<file path="src/rtl/uart_tx.sv">
// uart_tx: 8-bit UART transmitter with optional even/odd parity, timed by an oversample tick.
module uart_tx #(
    parameter int OVERSAMPLE = 16
) (
    input  logic       clk,
    input  logic       rst_n,
    input  logic       sample_clk,
    input  logic       tx_en,
    input  logic       no_parity,
    input  logic       ev_parity,
    input  logic       tx_start,
    input  logic [7:0] txd_in,
    output logic       txd,
    output logic       tx_busy,
    output logic       tx_done
);
    typedef enum logic [2:0] {IDLE, START, DATA, PARITY, STOP} state_t;
    localparam logic [3:0] LAST = 4'(OVERSAMPLE - 1);

    state_t     state_q, state_d;
    logic [3:0] tick_cnt_q, tick_cnt_d;
    logic [2:0] bit_cnt_q, bit_cnt_d;
    logic [7:0] shift_q, shift_d;
    logic       no_par_q, no_par_d, par_bit_q, par_bit_d;
    logic       sample_clk_d_q;
    logic       txd_q, txd_d, busy_q, busy_d, done_q, done_d;
    logic       adv, bit_end;

    assign adv     = sample_clk & ~sample_clk_d_q & tx_en;
    assign bit_end = adv && tick_cnt_q == LAST;
    assign txd     = txd_q;
    assign tx_busy = busy_q;
    assign tx_done = done_q;

    always_ff @(posedge clk or negedge rst_n) begin
        if (!rst_n) begin
            state_q        <= IDLE;
            tick_cnt_q     <= '0;
            bit_cnt_q      <= '0;
            shift_q        <= 8'hFF;
            no_par_q       <= 1'b0;
            par_bit_q      <= 1'b0;
            sample_clk_d_q <= 1'b0;
            txd_q          <= 1'b1;
            busy_q         <= 1'b0;
            done_q         <= 1'b0;
        end else begin
            state_q        <= state_d;
            tick_cnt_q     <= tick_cnt_d;
            bit_cnt_q      <= bit_cnt_d;
            shift_q        <= shift_d;
            no_par_q       <= no_par_d;
            par_bit_q      <= par_bit_d;
            sample_clk_d_q <= sample_clk;
            txd_q          <= txd_d;
            busy_q         <= busy_d;
            done_q         <= done_d;
        end
    end

    always_comb begin
        state_d    = state_q;
        tick_cnt_d = tick_cnt_q;
        bit_cnt_d  = bit_cnt_q;
        shift_d    = shift_q;
        no_par_d   = no_par_q;
        par_bit_d  = par_bit_q;
        if (!tx_en) begin
            state_d    = IDLE;
            tick_cnt_d = '0;
            bit_cnt_d  = '0;
        end else if (state_q == IDLE) begin
            if (tx_start) begin
                state_d    = START;
                shift_d    = txd_in;
                no_par_d   = no_parity;
                par_bit_d  = ev_parity ? ^txd_in : ~^txd_in;
                tick_cnt_d = '0;
                bit_cnt_d  = '0;
            end
        end else if (adv) begin
            tick_cnt_d = bit_end ? 4'd0 : tick_cnt_q + 4'd1;
            if (bit_end) begin
                case (state_q)
                    START:   state_d = DATA;
                    DATA: begin
                        shift_d   = {1'b1, shift_q[7:1]};
                        bit_cnt_d = bit_cnt_q + 3'd1;
                        if (bit_cnt_q == 3'd7) state_d = no_par_q ? STOP : PARITY;
                    end
                    PARITY:  state_d = STOP;
                    default: state_d = IDLE;
                endcase
            end
        end
    end

    // txd is computed from the next state so the line changes on the same edge as the state
    always_comb begin
        txd_d  = state_d == START  ? 1'b0 :
                 state_d == DATA   ? shift_d[0] :
                 state_d == PARITY ? par_bit_d : 1'b1;
        busy_d = state_d != IDLE;
        done_d = tx_en && state_q == STOP && bit_end;
    end
endmodule

</file>
<file path="config.mk">
export PLATFORM = sky130hd
export DESIGN_NAME = uart_tx
export DESIGN_NICKNAME = d
export VERILOG_FILES = /design/src/rtl/uart_tx.sv
export SDC_FILE = /design/constraint.sdc
export NUM_CORES = 1
export LEC_CHECK = 0
export ABC_AREA = 1
export CORE_MARGIN = 2
export CORE_UTILIZATION = 41
export DETAILED_ROUTE_END_ITERATION = 6
export GPL_TIMING_DRIVEN = 0
export HOLD_SLACK_MARGIN = 0.1
export PLACE_DENSITY = 0.68
export SYNTH_ARGS = -nofsm -noshare
export SYNTH_HDL_FRONTEND = slang
export SYNTH_SLANG_ARGS = --single-unit
</file>
<file path="constraint.sdc">
create_clock -name clk -period 2 [get_ports clk]
set_clock_uncertainty 0.1 [all_clocks]
set_input_delay 0.4 -clock clk [delete_from_list [all_inputs] [get_ports clk]]
set_output_delay 0.4 -clock clk [all_outputs]
set_load 0.03 [all_outputs]
</file>
==> results.yml, run 1 <==
grt:
  grt_pass1_vias: 1155
  overflow: 0
  grt_util_all_layers_pct: 15.43
  grt_max_degree: 25
  antenna_found_initial: 0
  grt_pass1_wl_mm: 4.926
setup_path:
  endpoint_kind: "primary output"
  startpoint_type: "flip-flop"
  crit_end: "tx_busy"
  crit_buf_inv: 1
  crit_required_ns: 1.50
  path_cells: "clkdlybuf4s50_1"
  cp_max_fo: 1
  r2r_cells: 12
  crit_type: "flip-flop to primary output"
  ff2ff_setup_slack_ns: 0.17
  slowest_delay_ns: 0.66
  cp_top_family: "buffers and inverters"
  rr_endpoint: "txd$_DFF_PN1_"
  worst-path-stages: 1
  arrival_ns: 1.34
  crit_slowest_cell: "clkdlybuf4s50_1"
  crit_start: "tx_busy$_DFF_PN0_"
  r2r_start: "bit_cnt_q[0]$_DFFE_PN0P_"
final_layout:
  multi_input_area_um2: 710.7
  area_delta_synth_final_pct: 18.79
  fin_util_pct: 50.96
  seqCellArea_um2: 611.8
  n_antenna_cell: 0
  layoutNonFillerInstCount: 245
  final_nets: 218
  fillers: 344
  drive_gt1_share_pct: 20.10
sta:
  timing.final.setup_violations: 0
  maxSlewHeadroom_pct: 29.17
  setup_slack_ns: 0.1583
  fmax_ghz: 0.5430
  worst_pin_slew_ns: 1.059
  finalHoldViolCount: 0
  fin_crit_ns: 1.842
  rsz0062_at_grt: "false"
  fin_setup_tns_ns: 0
  drv_slew: 0
  period_share_pct: 92.08
synth:
  yosys_warnings: 0
  async_flop_share_pct: 100.0
  synth_top_cell_by_area: "dfrtp_1"
  ys_seq_elements: 24
  synth_ff_type: "dfrtp_1"
  netlist_instances: 179
  syn_area_um2: 1431
  yosysMostFrequentCell: "nand2_1"
  synth-edff-count: 0
  synth_top_area_share_pct: 26.22
  yosysSeqAreaShare_pct: 42.74
  synth_common_cells: "nand2_1 (44), a21oi_1 (21), inv_1 (18)"
  synth_area_leaders: "dfrtp_1 (26%), dfstp_2 (17%), nand2_1 (12%)"
  synth_nets: 197
  syn_avg_cell_area_um2: 7.996
  ys_types: 30
route:
  wl_per_cell_um: 11.00
  vias: 1153
  ant_nets: 0
  drtIter0Drc: 59
  drt_wl_total_mm: 2.696
  drc_errors: 0
  dr.pass1.iters: 6
  vias_per_cell: 4.706
cts:
  clk_pin_slew_ns: 0.15
  cts_buffers: 3
  cts_buffer_depth: 2
  h-tree-depth: 1
  cts_num_sinks: 24
  cts_tree: "yes"
  post_cts_buffers: 0
  clkLatencyLatePin_ns: 0.32
  cts_root_buffer: "clkbuf_4"
placement:
  dp_worst_setup_slack_ns: 0.03014
  io_buffers: 16
  hpwl_mm: 2.031
  gp_congestion: 0.7828
  dp_cells: 241
die:
  rows: 21
  core_um2: 3337
  die_w_um: 63.09
  dieArea_um2: 3980
  io_pins: 18
  die_h_um: 63.09
  start_util_pct: 42.89
pwr:
  power-per-cell-area_nw_per_um2: 695.6
  irDropWorstVdd_v: 0.0005888
  clock_power_share_pct: 30.0
  power_frac_seq_pct: 50.5
  switching_share_pct: 26.81
  p_int_uw: 865.6
  power_uw: 1183
  p_leak_uw: 0.0008447
  p_comb_share_pct: 19.5
  switching_power_uw: 317.1
worst_hold_path:
  min_from: "tx_en"
  hold_path.class: "input pin to flip-flop"
flow_run:
  maxCapViolations: 0
status:
  status: "finished, final reports clean"
sequential cells by signal, indices dropped and copies added (netlist names):
signal,flops
tx_busy,1
par_bit_q,1
no_par_q,1
state_q,3
bit_cnt_q,3
sample_clk_d_q,1
tx_done,1
shift_q,8
tick_cnt_q,4
txd,1
kinds of logic after synthesis:
group / count (synthesis) / share of synthesized area, %
AND/OR/NAND/NOR: 91 / 32.78
AO/OA/AOI/OAI: 30 / 11.63
buffers and inverters: 27 / 7.605
XOR/XNOR: 3 / 1.836
multiplexers: 1 / 0.7867
adder cells (fa/ha/maj): 3 / 2.623
flip-flops: 24 / 42.74
power by group through the flow:
stage | logic, µW | clock network [µW] | registers (µW)
final | 230 | 355 | 597
after global routing | 266 | 379 | 608
after CTS | 234 | 365 | 596
after detailed placement | 234 | 0 | 605
after global placement | 232 | 0 | 603
after floorplan | 152 | 0 | 606
placed cells by master, fill, tap and decap left out, types with 2 or more instances in the layout:
| cell type | netlist | final |
|---|---|---|
| a21oi_1 | 21 | 21 |
| and3_1 | 2 | 2 |
| clkbuf_4 | 0 | 3 |
| clkdlybuf4s50_1 | 0 | 15 |
| dfrtp_1 | 15 | 15 |
| dfstp_2 | 9 | 9 |
| ha_1 | 3 | 3 |
| inv_1 | 18 | 18 |
| inv_2 | 8 | 8 |
| nand2_1 | 44 | 44 |
| nand2_2 | 3 | 3 |
| nand2_4 | 3 | 3 |
| nand3_1 | 13 | 13 |
| nor2_1 | 14 | 14 |
| nor2_2 | 4 | 4 |
| nor2_8 | 2 | 2 |
| o21ai_0 | 3 | 3 |
| o21ai_1 | 2 | 2 |
| xnor2_1 | 2 | 2 |
what timing repair did:
item                       4_1_cts  5_1_grt
gates resized for setup          1        0
hold endpoints to repair         0        0
setup endpoints to repair        1        0
hold buffers                     0        0
stage by stage:
step / hold slack (ns) / instance area, µm²
finish: 0.2680 / 1700
detailed placement: 0.3695 / 1649
global placement: 0.3618 / 1649
CTS: 0.2609 / 1700
global route: 0.2765 / 1700
floorplan: 0.004409 / 1431
cell type report:
type | count | area share (%)
multi-input cells | 128 | 41.80
well taps | 46 | 3.385
plain buffers | 1 | 0.6623
flip-flops and latches | 24 | 35.98
repair buffers | 16 | 9.345
inverters | 26 | 5.740
clock buffers | 3 | 1.325
clock inverters | 1 | 1.766
layer usage:
metal	GRT usage, %	routed length (µm)	part of all wire (%)
met5	0	0	0
met3	4.107	79	2.9
met1	20.11	1364	51
met4	3.333	19	0.70
met2	25.66	1233	46
worst min path at each step:
| stage | to | slack (ns) | cells after the start |
|---|---|---|---|
| floorplan | bit_cnt_q[0]$_DFFE_PN0P_ | 0.004 | 0 |
| CTS | state_q[0]$_DFF_PN0_ | 0.26 | 3 |
| global route | state_q[0]$_DFF_PN0_ | 0.28 | 3 |
| finish | state_q[0]$_DFF_PN0_ | 0.27 | 3 |
| global placement | bit_cnt_q[1]$_DFFE_PN0P_ | 0.36 | 2 |
| detailed placement | shift_q[7]$_DFFE_PN1P_ | 0.37 | 2 |
Power figures use the tool's default switching activity.
==> run 2: changes to the inputs <==
Settings changed: CAP_MARGIN set to 30.
==> results.yml, run 2 (synthesis gave the netlist of run 1 again) <==
die:
  start_util_pct: 42.89
  core_um2: 3337
  die_w_um: 63.09
  io_pins: 18
  rows: 21
  dieArea_um2: 3980
  die_h_um: 63.09
final_layout:
  area_delta_synth_final_pct: 18.71
  largest_register_ffs: 8
  top_regs: "shift_q (8), tick_cnt_q (4)"
  fin_util_pct: 50.92
  final_common_cell: "nand2_1"
  fillers: 334
  final_nets: 219
  drive_gt1_share_pct: 20.50
  largest-register: "shift_q"
  final_cell_mix: "nand2_1 (44), a21oi_1 (21), inv_1 (18)"
  n_antenna_cell: 0
  seqCellArea_um2: 611.8
  multi_input_area_um2: 710.7
sta:
  fmax_ghz: 0.5451
  worst_pin_slew_ns: 0.4814
  maxSlewHeadroom_pct: 67.80
  fin_crit_ns: 1.835
  fin_setup_tns_ns: 0
  rsz0062_at_grt: "false"
  finalHoldViolCount: 0
  setup_slack_ns: 0.1654
  holdWs_ns: 0.2753
  timing.final.setup_violations: 0
  period_share_pct: 91.73
  drv_slew: 0
pwr:
  p_comb_share_pct: 21.4
  irDropWorstVdd_v: 0.0004194
  power_frac_seq_pct: 54.8
  power_uw: 1088
  power-per-cell-area_nw_per_um2: 640.3
  clock_power_share_pct: 23.8
  switching_share_pct: 28.61
  switching_power_uw: 311.3
  p_leak_uw: 0.0008451
  p_int_uw: 776.8
grt:
  grt_pass1_wl_mm: 5.009
  grt_pass1_vias: 1175
  overflow: 0
  grt_util_all_layers_pct: 15.62
  grt_max_degree: 16
  antenna_found_initial: 0
setup_path:
  r2r_cells: 12
  cp_max_fo: 1
  r2r_start: "bit_cnt_q[0]$_DFFE_PN0P_"
  crit_slowest_cell: "clkdlybuf4s50_1"
  crit_type: "flip-flop to primary output"
  ff2ff_setup_slack_ns: 0.19
  crit_required_ns: 1.50
  startpoint_type: "flip-flop"
  crit_buf_inv: 1
  slowest_delay_ns: 0.66
  path_cells: "clkdlybuf4s50_1"
  crit_start: "tx_busy$_DFF_PN0_"
  rr_endpoint: "txd$_DFF_PN1_"
  endpoint_kind: "primary output"
  cp_top_family: "buffers and inverters"
  arrival_ns: 1.33
status:
  status: "finished, final reports clean"
route:
  vias_per_cell: 4.776
  drtIter0Drc: 47
  drt_wl_total_mm: 2.660
  wl_per_cell_um: 10.81
  ant_nets: 0
  dr.pass1.iters: 4
  vias: 1175
  drc_errors: 0
cts:
  clk_pin_slew_ns: 0.14
  cts_root_buffer: "clkbuf_4"
  cts_tree: "yes"
  cts.hold.buffers_added: 0
  h-tree-depth: 1
  cts_buffers: 3
  cts_num_sinks: 24
  cts_buffer_depth: 2
  clkLatencyLatePin_ns: 0.32
worst_hold_path:
  hold_path.class: "input pin to async pin"
placement:
  io_buffers: 16
  gp_congestion: 0.7828
  dp_worst_setup_slack_ns: 0.03193
  hpwl_mm: 2.089
flow_run:
  maxCapViolations: 0
==> run 2: worst max-delay path by stage <==
stage                     cells after the start       endpoint  slack, ns
after CTS                                     1        tx_busy       0.15
after floorplan                              12  txd$_DFF_PN1_       0.38
after global placement                       11  txd$_DFF_PN1_       0.02
after global routing                         12  txd$_DFF_PN1_       0.03
after detailed placement                     10  txd$_DFF_PN1_       0.03
final                                         1        tx_busy       0.17
==> run 2: area by class of cell <==
cell class,count,share of cell area (%)
plain buffers,1,0.6627
inverters,26,5.744
multi-input cells,128,41.83
clock buffers,4,2.135
repair buffers,17,10.24
flip-flops and latches,24,36.01
well taps,46,3.387
==> run 2: routing by layer <==
layer | vias to the layer above | routed length (µm) | global-route usage [%]
li1 | 622 | - | -
met2 | 15 | 1251 | 26.20
met1 | 536 | 1297 | 20.43
met4 | 0 | 19 | 3.333
met5 | - | 0 | 0
met3 | 2 | 93 | 3.750
==> run 2: power by group through the flow <==
| stage | logic (µW) | registers, µW | clock network [µW] |
|---|---|---|---|
| finish | 233 | 596 | 259 |
| global route | 269 | 606 | 289 |
| CTS | 236 | 596 | 271 |
| detailed placement | 237 | 604 | 0 |
| global placement | 232 | 603 | 0 |
| floorplan | 152 | 606 | 0 |
==> run 2: timing repair <==
item | CTS | global route
endpoints found under the hold margin | 0 | 0
resized for setup | 1 | 0
setup buffers | 0 | 0
setup endpoints to repair | 1 | 0
==> run 2: metrics by stage <==
step	cell area [µm²]	cells
6_report	1699	246
5_1_grt	1699	246
4_1_cts	1699	246
3_5_place_dp	1664	242
3_3_place_gp	1649	241
2_1_floorplan	1431	179
==> run 3: changes to the inputs <==
Settings changed: CORE_MARGIN 2 to unset.
==> results.yml, run 3 (synthesis gave the netlist of run 1 again) <==
pwr:
  clock_power_share_pct: 30.0
  p_int_uw: 868.0
  power_frac_seq_pct: 50.3
  irDropWorstVdd_v: 0.0003796
  p_leak_uw: 0.0008562
  switching_power_uw: 316.0
  switching_share_pct: 26.69
  power-per-cell-area_nw_per_um2: 687.2
  p_comb_share_pct: 19.8
  power_uw: 1184
sta:
  maxSlewHeadroom_pct: 68.44
  rsz0062_at_grt: "false"
  finalHoldViolCount: 0
  fin_crit_ns: 1.841
  timing.final.setup_violations: 0
  drv_slew: 0
  worst_pin_slew_ns: 0.4719
  fmax_ghz: 0.5433
  period_share_pct: 92.03
  fin_setup_tns_ns: 0
setup_path:
  crit_slowest_cell: "dfrtp_1"
  cp_top_family: "simple AND/OR/NAND/NOR gates"
  slowest_delay_ns: 0.43
  cp_common_cell: "nand2_1"
  r2r_cells: 11
  r2r_start: "bit_cnt_q[0]$_DFFE_PN0P_"
  cp_max_fo: 3
  ff2ff_setup_slack_ns: 0.16
  crit_type: "flip-flop to flip-flop"
  crit_buf_inv: 0
  rr_endpoint: "txd$_DFF_PN1_"
  crit_required_ns: 2.18
  worst-path-stages: 11
  endpoint_kind: "flip-flop"
  path_cells: "ha_1 > ha_1 > nand2_1 > o21ai_0 > nor2_1 > nand3_1 > nand2_1 > nand2_1 > nor2_1 > nand3_1 > nand2_1"
  arrival_ns: 2.02
  startpoint_type: "flip-flop"
worst_hold_path:
  min_from: "tx_en"
  hold_path.class: "input pin to flip-flop"
  whs_path_depth: 3
  min_to: "state_q[0]$_DFF_PN0_"
route:
  vias: 1173
  drc_errors: 0
  wl_per_cell_um: 10.87
  drt_wl_total_mm: 2.685
  drtIter0Drc: 40
  vias_per_cell: 4.749
  dr.pass1.iters: 4
  ant_nets: 0
final_layout:
  layoutNonFillerInstCount: 247
  area_delta_synth_final_pct: 20.37
  final_common_cell: "nand2_1"
  drive_gt1_share_pct: 20.90
  fillers: 331
  seqCellArea_um2: 611.8
  largest-register: "shift_q"
  top_regs: "shift_q (8), tick_cnt_q (4)"
  final_nets: 220
  multi_input_area_um2: 710.7
  largest_register_ffs: 8
  stdcell_area_um2: 1723
  final_cell_mix: "nand2_1 (44), a21oi_1 (21), inv_1 (18)"
  n_antenna_cell: 0
die:
  start_util_pct: 42.89
  rows: 21
  io_pins: 18
  die_h_um: 61.09
  core_um2: 3337
  dieArea_um2: 3731
  die_w_um: 61.09
flow_run:
  maxCapViolations: 0
grt:
  grt_max_degree: 16
  grt_util_all_layers_pct: 16.16
  grt_pass1_wl_mm: 4.429
  antenna_found_initial: 0
  grt_pass1_vias: 1019
  overflow: 0
placement:
  postPlaceCellArea_um2: 1664
  dp_cells: 242
  gp_congestion: 0.7341
  io_buffers: 16
  hpwl_mm: 2.085
status:
  status: "finished, final reports clean"
cts:
  cts_buffers: 3
  clkLatencyLatePin_ns: 0.32
  cts_root_buffer: "clkbuf_4"
  clk_pin_slew_ns: 0.14
  cts.hold.buffers_added: 0
  cts_buffer_depth: 2
  h-tree-depth: 1
  cts_tree: "yes"
  cts_num_sinks: 24
[run 3: routing by layer]
layer	GRT usage, %	vias to the layer above	wire, µm
met1	22.38	535	1313
li1	-	617	-
met4	3.896	0	24
met5	0	-	0
met2	26.55	17	1260
met3	2.521	4	87
[run 3: worst max-delay path by stage]
stage	from	endpoint	slack (ns)
floorplan	bit_cnt_q[0]$_DFFE_PN0P_	txd$_DFF_PN1_	0.38
global placement	sample_clk	txd$_DFF_PN1_	0.03
detailed placement	sample_clk	txd$_DFF_PN1_	0.02
CTS	bit_cnt_q[0]$_DFFE_PN0P_	txd$_DFF_PN1_	0.15
global route	bit_cnt_q[0]$_DFFE_PN0P_	txd$_DFF_PN1_	0.02
finish	bit_cnt_q[0]$_DFFE_PN0P_	txd$_DFF_PN1_	0.16
[run 3: through the flow]
step	worst slack, ns	utilization, %	hold WS [ns]
finish	0.1594	51.63	0.2676
global route	0.01680	51.63	0.2675
CTS	0.1547	51.41	0.2621
detailed placement	0.02280	49.87	0.3699
global placement	0.02637	49.42	0.3615
floorplan	0.3824	-	0.004409
[run 3: layout make-up]
| type | count | share of cell area [%] |
|---|---|---|
| Clock buffer | 3 | 1.307 |
| Buffer | 1 | 0.6536 |
| Sequential cell | 24 | 35.51 |
| Multi-Input combinational cell | 128 | 41.25 |
| Timing Repair Buffer | 18 | 10.53 |
| Inverter | 26 | 5.664 |
| Clock inverter | 1 | 1.743 |
| Tap cell | 46 | 3.341 |
[run 3: power by group through the flow]
stage          clock network [µW]  registers, µW  logic (µW)
3_3_place_gp                    0            604         231
5_1_grt                       377            606         266
4_1_cts                       362            595         237
6_report                      355            595         234
3_5_place_dp                    0            604         237
2_1_floorplan                   0            606         152
[run 3: worst register-to-register path: stages (launching register included)]
cell and delay, ns:
dfrtp_1 0.43, ha_1 0.21, ha_1 0.20, nand2_1 0.12, o21ai_0 0.09, nor2_1 0.10
nand3_1 0.11, nand2_1 0.08, nand2_1 0.09, nor2_1 0.12, nand3_1 0.09, nand2_1 0.07
[run 3: timing repair]
item / 4_1_cts / 5_1_grt
resized for setup: 1 / 0
setup endpoints to repair: 1 / 1
setup buffers: 0 / 1
pin swaps: 0 / 1
